`config.mk`:
```
export PLATFORM = sky130hd
export DESIGN_NAME = des_sbox_serial
export DESIGN_NICKNAME = d
export VERILOG_FILES = /design/src/rtl/des_pkg.sv /design/src/rtl/des_sbox_lut.sv /design/src/rtl/des_sbox_serial.sv
export SDC_FILE = /design/constraint.sdc
export NUM_CORES = 1
export LEC_CHECK = 0
export ABC_AREA = 1
export BUFFER_PORTS_ARGS = -buffer_cell sky130_fd_sc_hd__buf_2
export CAP_MARGIN = 15
export CORE_MARGIN = 10
export CORE_UTILIZATION = 45
export CTS_CLUSTER_DIAMETER = 30
export CTS_CLUSTER_SIZE = 28
export DETAILED_ROUTE_END_ITERATION = 10
export PLACE_DENSITY = 0.66
export REMOVE_ABC_BUFFERS = 1
export SLEW_MARGIN = 20
export SYNTH_ARGS = -nofsm -noshare
export SYNTH_HDL_FRONTEND = slang
export SYNTH_HIERARCHICAL = 1
export SYNTH_SLANG_ARGS = --single-unit
```
`constraint.sdc`:
```
create_clock -name clk -period 5.35 [get_ports clk]
set_clock_uncertainty 0.1 [all_clocks]
set_input_delay 0.8025 -clock clk [delete_from_list [all_inputs] [get_ports clk]]
set_output_delay 0.8025 -clock clk [all_outputs]
set_load 0.01 [all_outputs]
```
`src/rtl/des_pkg.sv`:
```
// rtl/des_pkg.sv - DES S-box table, FSM state type and width constants shared by the S-box stage
package des_pkg;

  localparam int W_IN    = 48;
  localparam int W_OUT   = 32;
  localparam int W_CHUNK = 6;
  localparam int W_NIB   = 4;

  typedef enum logic [1:0] {
    IDLE = 2'd0,
    BUSY = 2'd1,
    DONE = 2'd2
  } state_t;

  // Entry {box, row} holds one S-box row; column 0 is the most significant nibble
  localparam logic [63:0] SBOX_ROW [0:31] = '{
    64'hE4D12FB83A6C5907, 64'h0F74E2D1A6CB9538, 64'h41E8D62BFC973A50, 64'hFC8249175B3EA06D,
    64'hF18E6B34972DC05A, 64'h3D47F28EC01A69B5, 64'h0E7BA4D158C6932F, 64'hD8A13F42B67C05E9,
    64'hA09E63F51DC7B428, 64'hD70934A628E5CBF1, 64'hD6498F30B12C5AE7, 64'h1AD069874FE3B52C,
    64'h7DE3069A1285BC4F, 64'hD8B56F03472C1AE9, 64'hA690CB7DF13E5284, 64'h3F06A1D8945BC72E,
    64'h2C417AB6853FD0E9, 64'hEB2C47D150FA3986, 64'h421BAD78F9C5630E, 64'hB8C71E2D6F09A453,
    64'hC1AF92680D34E75B, 64'hAF427C9561DE0B38, 64'h9EF528C3704A1D6B, 64'h432C95FABE17608D,
    64'h4B2EF08D3C975A61, 64'hD0B7491AE35C2F86, 64'h14BDC37EAF680592, 64'h6BD814A7950FE23C,
    64'hD2846FB1A93E50C7, 64'h1FD8A374C56B0E92, 64'h7B419CE206ADF358, 64'h21E74A8DFC90356B
  };

endpackage

```
`src/rtl/des_sbox_lut.sv`:
```
// rtl/des_sbox_lut.sv - combinational lookup of one DES S-box (box index 0..7 selects S1..S8)
module des_sbox_lut
  import des_pkg::*;
(
  input  logic [2:0]         i_box,
  input  logic [W_CHUNK-1:0] i_chunk,
  output logic [W_NIB-1:0]   o_nib
);

  logic [1:0]  w_row;
  logic [3:0]  w_col;
  logic [63:0] w_line;

  // Outer bits pick the row, inner four bits the column
  assign w_row  = {i_chunk[5], i_chunk[0]};
  assign w_col  = i_chunk[4:1];
  assign w_line = SBOX_ROW[{i_box, w_row}];
  assign o_nib  = w_line[{~w_col, 2'b00} +: 4];

endmodule

```
`src/rtl/des_sbox_serial.sv`:
```
// rtl/des_sbox_serial.sv - serial DES S1..S8 substitution with valid/ready on both sides
// Define DES_SBOX_SERIAL_UNROLL2_EN to evaluate two S-boxes per BUSY cycle.
module des_sbox_serial
  import des_pkg::*;
(
  input  logic            clk,
  input  logic            rst,
  input  logic            in_valid,
  output logic            in_ready,
  input  logic [1:W_IN]   in_data,
  output logic            out_valid,
  input  logic            out_ready,
  output logic [1:W_OUT]  out_data
);

`ifdef DES_SBOX_SERIAL_UNROLL2_EN
  localparam int         STEP     = 2 * W_CHUNK;
  localparam logic [2:0] IDX_INC  = 3'd2;
  localparam logic [2:0] IDX_LAST = 3'd6;
`else
  localparam int         STEP     = W_CHUNK;
  localparam logic [2:0] IDX_INC  = 3'd1;
  localparam logic [2:0] IDX_LAST = 3'd7;
`endif

  state_t            r_state;
  logic [2:0]        r_idx;
  logic [1:W_IN]     r_sh;
  logic [1:W_OUT]    r_out;
  logic              r_in_ready;
  logic              r_out_valid;
  logic [W_NIB-1:0]  w_nib0;
  logic [1:W_OUT]    w_out_next;

  des_sbox_lut u_lut0 (
    .i_box   (r_idx),
    .i_chunk (r_sh[1:6]),
    .o_nib   (w_nib0)
  );

`ifdef DES_SBOX_SERIAL_UNROLL2_EN
  logic [W_NIB-1:0]  w_nib1;

  des_sbox_lut u_lut1 (
    .i_box   (r_idx + 3'd1),
    .i_chunk (r_sh[7:12]),
    .o_nib   (w_nib1)
  );

  assign w_out_next = {r_out[9:W_OUT], w_nib0, w_nib1};
`else
  assign w_out_next = {r_out[5:W_OUT], w_nib0};
`endif

  // Handshake outputs are registered and follow the state only
  always_ff @(posedge clk or posedge rst) begin
    if (rst) begin
      r_state     <= IDLE;
      r_idx       <= 3'd0;
      r_sh        <= '0;
      r_out       <= '0;
      r_in_ready  <= 1'b1;
      r_out_valid <= 1'b0;
    end else begin
      case (r_state)
        IDLE: begin
          if (in_valid) begin
            r_sh       <= in_data;
            r_idx      <= 3'd0;
            r_state    <= BUSY;
            r_in_ready <= 1'b0;
          end
        end
        BUSY: begin
          r_sh  <= {r_sh[STEP+1:W_IN], {STEP{1'b0}}};
          r_out <= w_out_next;
          if (r_idx == IDX_LAST) begin
            r_idx       <= 3'd0;
            r_state     <= DONE;
            r_out_valid <= 1'b1;
          end else begin
            r_idx <= r_idx + IDX_INC;
          end
        end
        DONE: begin
          if (out_ready) begin
            r_state     <= IDLE;
            r_out_valid <= 1'b0;
            r_in_ready  <= 1'b1;
          end
        end
        default: begin
          r_state     <= IDLE;
          r_out_valid <= 1'b0;
          r_in_ready  <= 1'b1;
        end
      endcase
    end
  end

  assign in_ready  = r_in_ready;
  assign out_valid = r_out_valid;
  assign out_data  = r_out;

endmodule
```
==> impl_metrics.json, run 1 <==
{
  "endpoint_kind": "flip-flop",
  "cp_max_fo": 20,
  "synth_ff_type": "dfrtp_1",
  "min_to": "in_ready",
  "die_w_um": 147,
  "cts_max_level": 3,
  "place_ws_ns": 2.20,
  "synth_most_common_cell": "nand2_1",
  "clock_power_share_pct": 9.2,
  "postCtsHoldBufs": 0,
  "cts_tree": "yes",
  "hold_depth": 2,
  "cts_setup_buffers": 0,
  "p_seq_share_pct": 19.7,
  "synth_edf_count": 0,
  "first_global_vias": 7738,
  "gp_congestion": 1.05,
  "vias": 8272,
  "viasPerCell": 5.66,
  "grt_util_all_layers_pct": 24.0,
  "insertion_delay_ns": 0.34,
  "r2r_setup_slack_ns": 2.07,
  "antennaDiodeCount": 0,
  "p_total_mw": 6.32,
  "maxSlewHeadroom_pct": 36.3,
  "worstHoldPathType": "reg2reg",
  "cts_buffer_depth": 2,
  "grt_pass1_wl_mm": 42.8,
  "clock-sinks": 87,
  "rsz0062_at_grt": "false",
  "sw_frac_of_total_pct": 59.1,
  "die_area_um2": 21700,
  "synth_common_cells": "462 x nand2_1, 356 x nand3_1, 117 x inv_1",
  "gr-total-overflow": 0,
  "drc": 0,
  "ir_worst_vdd_mv": 0.310,
  "synth_area_leader_cell": "dfrtp_1",
  "yosysSeqAreaShare_pct": 29.9,
  "rows": 46,
  "synthCells": 1216,
  "start_kind": "flip-flop",
  "path_class": "reg2reg",
  "worst_slew_pin_slew_ns": 0.953,
  "start_util_pct": 45.9,
  "startpoint": "r_sh[6]",
  "path_clk_slew_ns": 0.06,
  "fillers": 1718,
  "drtAntennaViolNets": 0,
  "post_cts_resize_count": 0,
  "design.portCount": 86,
  "status": "finished clean",
  "ys_warn_count": 6,
  "final_layout_size_suffix_gt1_share_pct": 11.1,
  "p_int_mw": 2.59,
  "areaGrowthSynthToFinish_pct": 7.91,
  "cts_root_buffer": "clkbuf_16",
  "cts_buffers": 9,
  "crit_required_ns": 5.53,
  "coreArea_um2": 15900,
  "r2r_end": "out_data[32]",
  "syn_area_per_cell_um2": 6.00,
  "rr_worst_depth": 13,
  "tns_ns": 0,
  "nNetsFinal": 1305,
  "p_switching_mw": 3.73,
  "antenna_found_initial": 0,
  "p_leak_nw": 4.49,
  "wl_per_cell_um": 18.2,
  "setup_ws_ns": 2.07,
  "ys_seq_elements": 87,
  "r2r_start": "r_sh[6]",
  "synthArstFlopShare_pct": 100,
  "grt_max_degree": 120,
  "powerDensity_nw_per_um2": 804,
  "hold_viol": 0,
  "ys_top_cells_by_area": "dfrtp_1 30%, nand3_1 24%, nand2_1 24%",
  "dieHeight_um": 147,
  "holdWs_ns": 0.376,
  "synth_area_um2": 7290,
  "routed_wl_mm": 26.6,
  "fin_crit_sh_pct": 61.3,
  "min_period_ns": 3.28,
  "fmax_mhz": 305,
  "dpl.hpwl_mm": 17.5,
  "first_iter_violations": 1114,
  "arrival_ns": 3.46,
  "drtPass1Iterations": 7,
  "finalSetupViolCount": 0,
  "synth_top_area_share_pct": 29.5,
  "maxCapViolations": 0,
  "combinationalPowerShare_pct": 71.1,
  "hp-start": "in_ready",
  "synth_cell_types": 27,
  "drv_slew": 0,
  "port_buffers": 85
}
cells in the final DEF (no fill, tap or decap), types with 2 or more instances in the layout:
| cell | n |
|---|---|
| dfrtp_2 | 2 |
| nand2_1 | 461 |
| clkbuf_16 | 9 |
| nand2_2 | 9 |
| o21ai_1 | 12 |
| buf_4 | 10 |
| nand4_1 | 4 |
| dfrtp_1 | 84 |
| nor2_2 | 2 |
| nand2_4 | 3 |
| nand3_1 | 356 |
| inv_1 | 116 |
| o21ai_0 | 23 |
| nor2_1 | 19 |
| buf_2 | 85 |
| a21oi_1 | 14 |
| inv_6 | 2 |
| clkinv_2 | 3 |
| clkinv_1 | 2 |
| ha_1 | 13 |
| inv_2 | 6 |
kinds of logic (layout without fill, tap and decap cells):
group	Yosys count	in the layout	synth area share, %
AND/OR/NAND/NOR	856	856	51.1
buffers and inverters	208	237	13.1
flip-flops	87	87	29.9
AO/OA/AOI/OAI	52	52	3.67
adder cells (fa/ha/maj)	13	13	2.23
flip-flops by register name, indices dropped and copies added (netlist names):
register and flops:
in_ready 1, out_valid 1, out_data 32, r_idx 3, r_state 2, r_sh 48
how the worst max path moves through the flow:
stage / to / slack (ns) / cells past startpoint
after global routing: out_data[32] / 1.82 / 13
after detailed placement: out_data[32] / 2.20 / 13
after floorplan: out_data[31] / 1.35 / 13
after global placement: out_data[32] / 2.30 / 13
after CTS: out_data[30] / 2.18 / 13
final: out_data[32] / 2.07 / 13
final cells by class:
| cell class | count | area [um2] | share of cell area (%) |
|---|---|---|---|
| Timing Repair Buffer | 96 | 512 | 6.50 |
| Clock buffer | 10 | 229 | 2.91 |
| Multi-Input combinational cell | 921 | 4160 | 52.9 |
| Sequential cell | 87 | 2180 | 27.7 |
| Tap cell | 216 | 270 | 3.43 |
| Clock inverter | 6 | 43.8 | 0.557 |
| Inverter | 125 | 470 | 5.98 |
power groups by stage:
stage          Combinational (mW)  Sequential [mW]  Clock, mW
2_1_floorplan                2.78             1.38          0
3_3_place_gp                 4.33             1.25          0
3_5_place_dp                 4.31             1.24          0
4_1_cts                      4.32             1.24      0.600
5_1_grt                      4.94             1.29      0.625
6_report                     4.50             1.24      0.581
layer usage:
metal  global-route usage, %  up-vias  routed length, um
met5                       0        -                  0
met4                    14.2        0               1630
met3                    6.85      112               2860
met2                    33.7      532              11200
met1                    31.9     3683              10900
li1                        -     3945                  -
per-stage QoR:
stage | utilization [%] | instance area [um2] | cells
after floorplan | - | 6800 | 1133
after global routing | 49.5 | 7870 | 1461
after CTS | 49.5 | 7870 | 1461
after detailed placement | 47.8 | 7590 | 1445
final | 49.5 | 7870 | 1461
after global placement | 47.8 | 7590 | 1445
critical path, cell delays in order (launching register included):
cell and delay (ns):
dfrtp_1 0.56, inv_1 0.24, ha_1 0.44, nand2_1 0.64
nand3_1 0.37, nand3_1 0.19, nand3_1 0.11, nand2_1 0.11
nand2_1 0.05, nand3_1 0.08, nand3_1 0.11, nand2_1 0.09
nand2_1 0.05, nand2_1 0.07
Note: power is estimated with default switching activity, not from simulation.
==> run 2, diff against run 1 <==
clock period = 3.3 ns   (was 5.35 ns; I/O delays follow)
==> run 2 against run 1 <==
Net effect: sequential share of layout area fell by 0.40 points; sequential power rose by 54%; total power rose by 65%; clock power rose by 74%; final cell count rose by 0.89%; highest routed layer unchanged.
==> impl_metrics.json, run 2 (same netlist as run 1, synthesis figures left out) <==
{
  "dieHeight_um": 147,
  "grt_pass1_wl_mm": 43.3,
  "clock_power_share_pct": 9.7,
  "met3RoutedLength_mm": 2.84,
  "insertion_delay_ns": 0.35,
  "finalSetupViolCount": 0,
  "min_period_ns": 2.76,
  "first_iter_violations": 961,
  "routed_wl_mm": 26.9,
  "cts_max_level": 3,
  "dpl.hpwl_mm": 18.1,
  "post_cts_resize_count": 0,
  "die_area_um2": 21700,
  "slowest_delay_ns": 0.49,
  "multiInputGateArea_um2": 4160,
  "setup_ws_ns": 0.542,
  "ir_worst_vdd_mv": 0.464,
  "first_global_vias": 7983,
  "path_clk_slew_ns": 0.07,
  "p_total_mw": 10.4,
  "cp_max_fo": 13,
  "maxSlewHeadroom_pct": 38.6,
  "grt_max_degree": 59,
  "fmax_mhz": 363,
  "fin_crit_sh_pct": 83.6,
  "cts_tree": "yes",
  "powerDensity_nw_per_um2": 1300,
  "cp_slowest_cell": "nand2_1",
  "rows": 46,
  "endpoint_kind": "flip-flop",
  "postCtsHoldBufs": 0,
  "nNetsFinal": 1318,
  "drtPass1Iterations": 6,
  "clock-sinks": 87,
  "cts_buffers": 9,
  "path_common_cell": "nand2_1",
  "top_layer_used": "met4",
  "port_buffers": 85,
  "regMostFlops": "r_sh",
  "drtAntennaViolNets": 0,
  "coreArea_um2": 15900,
  "final_layout_size_suffix_gt1_share_pct": 12.1,
  "path_cells": "inv_1 > ha_1 > nand2_1 > nand3_1 > nand2_1 > nand3_1 > nand3_1 > nand2_1 > nand3_1 > nand2_1 > nand2_1 > nand2_1 > nand2_1 > nand2_1",
  "worstHoldPathType": "in2async",
  "viasPerCell": 5.70,
  "grt_util_all_layers_pct": 24.5,
  "gp_congestion": 1.08,
  "start_util_pct": 45.9,
  "sw_frac_of_total_pct": 58.5,
  "areaGrowthSynthToFinish_pct": 9.49,
  "status": "finished clean",
  "wl_per_cell_um": 18.3,
  "path_class": "reg2reg",
  "p_seq_share_pct": 18.3,
  "p_switching_mw": 6.08,
  "layout_common_cells": "461 x nand2_1, 356 x nand3_1, 116 x inv_1, 85 x buf_2, 84 x dfrtp_1",
  "regArea_um2": 2180,
  "design.portCount": 86,
  "drv_slew": 0,
  "antennaDiodeCount": 0,
  "worst_slew_pin_slew_ns": 0.918,
  "drc": 0,
  "crit_required_ns": 3.48,
  "path_buf_inv": 1,
  "postPlaceCellArea_um2": 7690,
  "cts_setup_buffers": 0,
  "cts_buffer_depth": 2,
  "rsz0062_at_grt": "false",
  "p_int_mw": 4.32,
  "layout_commonest_cell": "nand2_1",
  "place_ws_ns": 0.658,
  "antenna_found_initial": 0,
  "gr-total-overflow": 0,
  "largest_register_ffs": 48,
  "arrival_ns": 2.94,
  "start_kind": "flip-flop",
  "hold_viol": 0,
  "vias": 8409,
  "maxCapViolations": 0,
  "cts_root_buffer": "clkbuf_16",
  "combinationalPowerShare_pct": 72.0,
  "wl_met2_mm": 11.3,
  "p_leak_nw": 4.56,
  "die_w_um": 147,
  "drt-met1-wl_mm": 11.1,
  "final_area_um2": 7980,
  "fillers": 1750,
  "critical-path-top-delay-family": "simple AND/OR/NAND/NOR gates"
}
[run 2: path summary, 6_finish.rpt]
| check | cells after the start | startpoint | endpoint | slack, ns |
|---|---|---|---|---|
| min in group clk | 3 | in_data[46] | r_sh[46] | 0.25 |
| max | 14 | r_sh[6] | out_data[30] | 0.54 |
| min reg2reg | 2 | out_data[3] | out_data[3] | 0.38 |
| max in group asynchronous | 3 | rst | out_data[19] | 2.18 |
| max reg2reg | 14 | r_sh[6] | out_data[30] | 0.54 |
| min | 2 | rst | r_sh[41] | 0.12 |
[run 2: through the flow]
step / setup TNS (ns) / instances / hold WS [ns] / util (%)
2_1_floorplan: -6.28 / 1133 / 0.368 / -
3_3_place_gp: 0 / 1458 / 0.358 / 48.4
3_5_place_dp: 0 / 1458 / 0.361 / 48.4
4_1_cts: 0 / 1474 / 0.142 / 50.3
5_1_grt: 0 / 1474 / 0.175 / 50.3
6_report: 0 / 1474 / 0.120 / 50.3
[run 2: area by class of cell]
type / count / area share [%]
clock buffers: 11 / 3.17
clock inverters: 5 / 0.517
inverters: 125 / 5.89
multi-input cells: 921 / 52.1
flip-flops and latches: 87 / 27.3
well taps: 216 / 3.39
repair buffers: 109 / 7.59
[run 2: metal layers]
metal / up-vias / global-route usage [%]
li1: 3973 / -
met1: 3807 / 31.9
met2: 507 / 34.7
met3: 122 / 6.51
met4: 0 / 16.4
met5: - / 0
[run 2: power groups by stage]
stage                     logic, mW  clock network (mW)  registers (mW)
after global routing           8.23                1.08            1.96
after global placement         7.27                   0            1.91
after detailed placement       7.21                   0            1.91
final                          7.49                1.01            1.91
after floorplan                4.50                   0            2.24
after CTS                      7.24                1.04            1.90
